$ cat config.mk
export PLATFORM = sky130hd
export DESIGN_NAME = pipe_ctrl
export DESIGN_NICKNAME = d
export VERILOG_FILES = /design/src/rtl/pipe_ctrl_pkg.sv /design/src/rtl/pipe_ctrl_mc_timer.sv /design/src/rtl/pipe_ctrl.sv
export SDC_FILE = /design/constraint.sdc
export NUM_CORES = 1
export LEC_CHECK = 0
export CORE_MARGIN = 5
export CORE_UTILIZATION = 42
export DETAILED_ROUTE_END_ITERATION = 10
export GPL_ROUTABILITY_DRIVEN = 0
export GPL_TIMING_DRIVEN = 0
export PLACE_DENSITY_LB_ADDON = 0.1
export SLEW_MARGIN = 20
export SYNTH_ARGS = -nofsm -noshare
export SYNTH_HDL_FRONTEND = slang
export SYNTH_HIERARCHICAL = 1
export SYNTH_SLANG_ARGS = --single-unit
$ cat constraint.sdc
create_clock -name clk -period 4.1 [get_ports clk]
set_input_delay 0.615 -clock clk [delete_from_list [all_inputs] [get_ports clk]]
set_output_delay 0.615 -clock clk [all_outputs]
set_load 0.01 [all_outputs]
$ cat src/rtl/pipe_ctrl_pkg.sv
// pipe_ctrl_pkg: shared types and constants for the pipeline stall/flush controller.
//   stall_bus_t  - 6-bit stall vector: bit0 PC, bit1 if_id, bit2 id_ex,
//                  bit3 ex_mem, bit4 mem_wb, bit5 reserved (always 0)
//   inst_addr_t  - 32-bit instruction address
//   STALL_*      - stall encodings, one per requesting stage
//   pipe_state_e - controller FSM states
//   stall_encode - priority merge of per-stage stall requests
package pipe_ctrl_pkg;

  localparam int unsigned STALL_W     = 6;
  localparam int unsigned INST_ADDR_W = 32;
  localparam int unsigned PERF_W      = 32;

  typedef logic [STALL_W-1:0]     stall_bus_t;
  typedef logic [INST_ADDR_W-1:0] inst_addr_t;

  // A stalled stage freezes itself and every stage upstream of it
  localparam stall_bus_t STALL_NONE = 6'b000000;
  localparam stall_bus_t STALL_IF   = 6'b000011;
  localparam stall_bus_t STALL_ID   = 6'b000111;
  localparam stall_bus_t STALL_EX   = 6'b001111;
  localparam stall_bus_t STALL_MEM  = 6'b011111;

  typedef enum logic [1:0] {
    ST_IDLE    = 2'd0,
    ST_MC_BUSY = 2'd1,
    ST_FLUSH   = 2'd2
  } pipe_state_e;

  // The most downstream requesting stage determines the vector
  function automatic stall_bus_t stall_encode(input logic req_mem,
                                              input logic req_ex,
                                              input logic req_id,
                                              input logic req_if);
    stall_bus_t v;
    v = STALL_NONE;
    if (req_mem)     v = STALL_MEM;
    else if (req_ex) v = STALL_EX;
    else if (req_id) v = STALL_ID;
    else if (req_if) v = STALL_IF;
    return v;
  endfunction

endpackage

$ cat src/rtl/pipe_ctrl_mc_timer.sv
// pipe_ctrl_mc_timer: loadable down-counter timing a multi-cycle EX operation.
//   clk        - clock, rising edge
//   rst        - synchronous active-high reset
//   i_load     - load i_load_val into the counter
//   i_load_val - number of cycles the operation occupies
//   i_abort    - synchronous clear; wins over load
//   o_busy     - counter non-zero (operation in progress)
//   o_last     - counter equals one (final cycle of the operation)
module pipe_ctrl_mc_timer #(
  parameter int unsigned CNT_W = 6
) (
  input  logic             clk,
  input  logic             rst,
  input  logic             i_load,
  input  logic [CNT_W-1:0] i_load_val,
  input  logic             i_abort,
  output logic             o_busy,
  output logic             o_last
);

  logic [CNT_W-1:0] r_count;

  // Count down to zero and stop there
  always_ff @(posedge clk) begin
    if (rst) begin
      r_count <= '0;
    end else if (i_abort) begin
      r_count <= '0;
    end else if (i_load) begin
      r_count <= i_load_val;
    end else if (r_count != '0) begin
      r_count <= r_count - CNT_W'(1);
    end
  end

  assign o_busy = (r_count != '0);
  assign o_last = (r_count == CNT_W'(1));

endmodule

$ cat src/rtl/pipe_ctrl.sv
// pipe_ctrl: central stall/flush controller for the 5-stage pipeline.
//   clk, rst            - clock (rising edge), synchronous active-high reset
//   stallreq_if/id/ex/mem - per-stage stall requests
//   mc_start, mc_cycles - launch a multi-cycle EX op lasting mc_cycles cycles
//   excp_valid, excp_pc - exception committed in MEM and its handler address
//   stall               - stall vector for PC and inter-stage registers (combinational)
//   flush, new_pc       - registered one-cycle flush and redirect target
//   mc_busy, mc_done    - multi-cycle op in progress / on its final cycle
// Optional: define PIPE_CTRL_PERF_EN to add saturating perf_stall_cyc and
// perf_flush_cnt counters.
module pipe_ctrl
  import pipe_ctrl_pkg::*;
#(
  parameter int unsigned MC_CNT_W = 6
) (
  input  logic                   clk,
  input  logic                   rst,
  input  logic                   stallreq_if,
  input  logic                   stallreq_id,
  input  logic                   stallreq_ex,
  input  logic                   stallreq_mem,
  input  logic                   mc_start,
  input  logic [MC_CNT_W-1:0]    mc_cycles,
  input  logic                   excp_valid,
  input  logic [INST_ADDR_W-1:0] excp_pc,
  output logic [STALL_W-1:0]     stall,
  output logic                   flush,
  output logic [INST_ADDR_W-1:0] new_pc,
  output logic                   mc_busy,
  output logic                   mc_done
`ifdef PIPE_CTRL_PERF_EN
  ,
  output logic [PERF_W-1:0]      perf_stall_cyc,
  output logic [PERF_W-1:0]      perf_flush_cnt
`endif
);

  pipe_state_e r_state;
  logic        r_flush;
  inst_addr_t  r_new_pc;

  logic        w_mc_load;
  logic        w_mc_busy;
  logic        w_mc_last;
  logic        w_int_ex_req;
  stall_bus_t  w_stall;

  // A zero-length op is ignored; an exception in the same cycle wins
  assign w_mc_load = (r_state == ST_IDLE) && mc_start && (mc_cycles != '0) && !excp_valid;

  pipe_ctrl_mc_timer #(
    .CNT_W (MC_CNT_W)
  ) u_mc_timer (
    .clk        (clk),
    .rst        (rst),
    .i_load     (w_mc_load),
    .i_load_val (mc_cycles),
    .i_abort    (excp_valid),
    .o_busy     (w_mc_busy),
    .o_last     (w_mc_last)
  );

  // EX holds the pipe while the op runs, releasing it on the result cycle
  assign w_int_ex_req = w_mc_busy && !w_mc_last;

  // Flush must never be blocked, so it and a pending exception mask all stalls
  always_comb begin
    w_stall = STALL_NONE;
    if (!excp_valid && (r_state != ST_FLUSH)) begin
      w_stall = stall_encode(stallreq_mem, stallreq_ex | w_int_ex_req,
                             stallreq_id, stallreq_if);
    end
  end

  // Controller FSM with registered flush/redirect
  always_ff @(posedge clk) begin
    if (rst) begin
      r_state  <= ST_IDLE;
      r_flush  <= 1'b0;
      r_new_pc <= '0;
    end else if (excp_valid) begin
      r_state  <= ST_FLUSH;
      r_flush  <= 1'b1;
      r_new_pc <= excp_pc;
    end else begin
      r_flush <= 1'b0;
      case (r_state)
        ST_IDLE: begin
          if (w_mc_load) r_state <= ST_MC_BUSY;
        end
        ST_MC_BUSY: begin
          if (w_mc_last) r_state <= ST_IDLE;
        end
        ST_FLUSH: begin
          r_state <= ST_IDLE;
        end
        default: begin
          r_state <= ST_IDLE;
        end
      endcase
    end
  end

  assign stall   = w_stall;
  assign flush   = r_flush;
  assign new_pc  = r_new_pc;
  assign mc_busy = w_mc_busy;
  assign mc_done = w_mc_last;

`ifdef PIPE_CTRL_PERF_EN
  logic [PERF_W-1:0] r_perf_stall_cyc;
  logic [PERF_W-1:0] r_perf_flush_cnt;

  // Saturating event counters
  always_ff @(posedge clk) begin
    if (rst) begin
      r_perf_stall_cyc <= '0;
      r_perf_flush_cnt <= '0;
    end else begin
      if ((w_stall != STALL_NONE) && (r_perf_stall_cyc != '1)) begin
        r_perf_stall_cyc <= r_perf_stall_cyc + PERF_W'(1);
      end
      if (r_flush && (r_perf_flush_cnt != '1)) begin
        r_perf_flush_cnt <= r_perf_flush_cnt + PERF_W'(1);
      end
    end
  end

  assign perf_stall_cyc = r_perf_stall_cyc;
  assign perf_flush_cnt = r_perf_flush_cnt;
`endif

endmodule

==> flow_summary.json <==
{
  "pin_count": 87,
  "postLayoutCellArea_mm2": 0.002714,
  "skew_ps": 2.074,
  "grt_pass1_wl_um": 6520,
  "htree_levels": 2,
  "hold_ws_ps": 450.9,
  "clockRootBuffer": "clkbuf_8",
  "first_iter_violations": 55,
  "fin_cells": 318,
  "portBuffers": 85,
  "ir_drop_v": 0.0002397,
  "setup_tns_ps": 0,
  "synthCells": 176,
  "clk_latency_ps": 290,
  "die_y_um": 73.70,
  "status": "finished clean",
  "overflow": 0,
  "rsz0062_at_grt": "no",
  "dp_slack_ps": 518.1,
  "worst_slew_pin_slew_ps": 669.2,
  "p_leak_nw": 1.120,
  "grt_use_total_pct": 15.53,
  "finalSetupViolations": 0,
  "fin_util_pct": 68.34,
  "core_mm2": 0.003971,
  "min_path_type": "reg2reg",
  "path_clk_slew_ps": 80,
  "ctsLongestPathBuffers": 2,
  "wl_per_cell_um": 13.42,
  "post-route-period-util_pct": 88.08,
  "layout.nets": 316,
  "syn_to_final_growth_pct": 59.25,
  "crit_type": "reg2out",
  "layout_min_cycle_time_ps": 3611,
  "mostFrequentLayoutCell": "clkdlybuf4s50_1",
  "dieArea_mm2": 0.005432,
  "fin_total_pwr_mw": 0.9589,
  "dp.cells": 311,
  "final-max-slew-violation-count": 0,
  "crit_path_end_kind": "output pin",
  "finalHoldViolCount": 0,
  "cp.arrival_ps": 3000,
  "final_antenna_net_count": 0,
  "grt_pass1_vias": 1467,
  "grt_max_degree": 13,
  "numCtsBuffers": 5,
  "cpMaxStageDelayCell": "a2111oi_0",
  "route.detailed.drc": 0,
  "synth.area.top_cells": "dfxtp_1 48%, mux2i_1 19%, nor2_1 7.9%",
  "synth.avg_cell_area_um2": 9.683,
  "yosysUniqueCellTypes": 33,
  "synth_nets": 224,
  "num_rows": 23,
  "yosysSeqAreaShare_pct": 48.16,
  "fmax_mhz": 276.9,
  "maxSlewHeadroom_pct": 54.23,
  "dpl_cell_area_mm2": 0.002618,
  "crit_chain": "nor4_2 -> and2_1 -> inv_1 -> a2111oi_0 -> a21oi_1 -> buf_4 -> clkdlybuf4s50_1",
  "worst_slack_ps": 488.8,
  "cts.sinks": 41,
  "chipWidth_um": 73.70,
  "drv_cap": 0,
  "cts_tree": "built",
  "fillers": 335,
  "start_util_pct": 42.91,
  "dr.pass1.iters": 4,
  "place_hpwl_um": 3219,
  "required_ps": 3480,
  "yosysTopAreaCell": "dfxtp_1",
  "wl_um": 4267,
  "post_cts_buffers": 0,
  "drive_gt1_share_pct": 7.090,
  "antenna_cells": 0,
  "num_vias": 1527,
  "crit_path_max_fanout": 6,
  "final_cell_mix": "85 x clkdlybuf4s50_1, 41 x dfxtp_1, 36 x nor2_1",
  "ys_seq_elements": 41,
  "netlist_area_mm2": 0.001704,
  "via_per_inst": 4.802,
  "ys.warnings.count": 6,
  "power_density_mw_per_mm2": 353.3,
  "crit_buf_inv": 3,
  "synth_top_area_share_pct": 48.16,
  "critical-path-top-delay-family": "simple AND/OR/NAND/NOR gates",
  "worstSetupStartpointType": "flop",
  "cp_slowest_stage_delay_ps": 610,
  "antenna_found_initial": 0
}
synthesized netlist by cell type:
cell type  instances
a2111oi_0          1
a2111oi_1          1
a211o_1            1
a211oi_1           1
a21o_1             1
a21oi_1            5
a221o_1            1
and2_1             2
buf_2              2
buf_4              4
clkbuf_1           6
conb_1             1
dfxtp_1           41
ha_1               2
inv_1              7
inv_2              1
mux2i_1           33
nand2_1            3
nand3_1            3
nand4_1            2
nor2_1            36
nor2b_1            5
nor3b_1            1
nor4_1             2
o211ai_1           2
o21ai_0            3
o311ai_2           1
o31ai_1            2
o41a_1             1
or2_2              1
or3_1              1
or4_4              2
xnor2_1            1
flip-flops by register name (all words and copies together), names as in the netlist:
register,cells
r_state,2
new_pc,32
flush,1
u_mc_timer/r_count,6
area by class of cell:
cell class / instances / area (um2) / area share [%]
well taps: 50 / 62.56 / 2.305
inverters: 8 / 30.03 / 1.107
clock buffers: 6 / 82.58 / 3.043
plain buffers: 12 / 62.56 / 2.305
repair buffers: 85 / 850.8 / 31.35
flip-flops and latches: 41 / 820.8 / 30.24
clock inverters: 1 / 7.507 / 0.2766
multi-input cells: 115 / 797.0 / 29.37
kinds of logic after synthesis:
logic type                 share of synthesized area (%)
AOI/OAI and AO/OA                                  8.810
xor gates and xnor gates                          0.5140
buffers and inverters                              5.433
adders and majority gates                          1.468
muxes                                              19.38
and+or+nand+nor                                    16.01
other                                             0.2201
DFF                                                48.16
worst register-to-register path, cell delays in order (launching register included):
cell,delay [ps]
dfxtp_1,350
inv_1,80
ha_1,140
clkbuf_1,290
nor3b_1,300
mux2i_1,230
a21oi_1,80
worst paths after layout:
kind                                       startpoint                    end  slack (ps)  cells past startpoint
worst max-delay path            u_mc_timer/r_count[4]               stall[1]         490                      7
worst min-delay path                       r_state[1]             r_state[0]         450                      1
worst max register to register  u_mc_timer/r_count[0]  u_mc_timer/r_count[4]        2510                      6
worst min register to register             r_state[1]             r_state[0]         450                      1
repair_timing:
action                                  4_1_cts  5_1_grt
gates resized for setup                       0        1
endpoints found under the setup margin        0        1
hold buffers                                  0        0
per-layer routing:
layer / track usage, % / wire, um
met1: 19.03 / 1795
met2: 25.10 / 1995
met3: 5.882 / 426
met4: 4.829 / 50
met5: 0 / 0
power breakdown:
group | internal (mW) | switching (mW)
Clock | 0.133 | 0.132
Combinational | 0.147 | 0.104
Sequential | 0.425 | 0.0180
No activity file was read; power rests on OpenSTA's default activity.
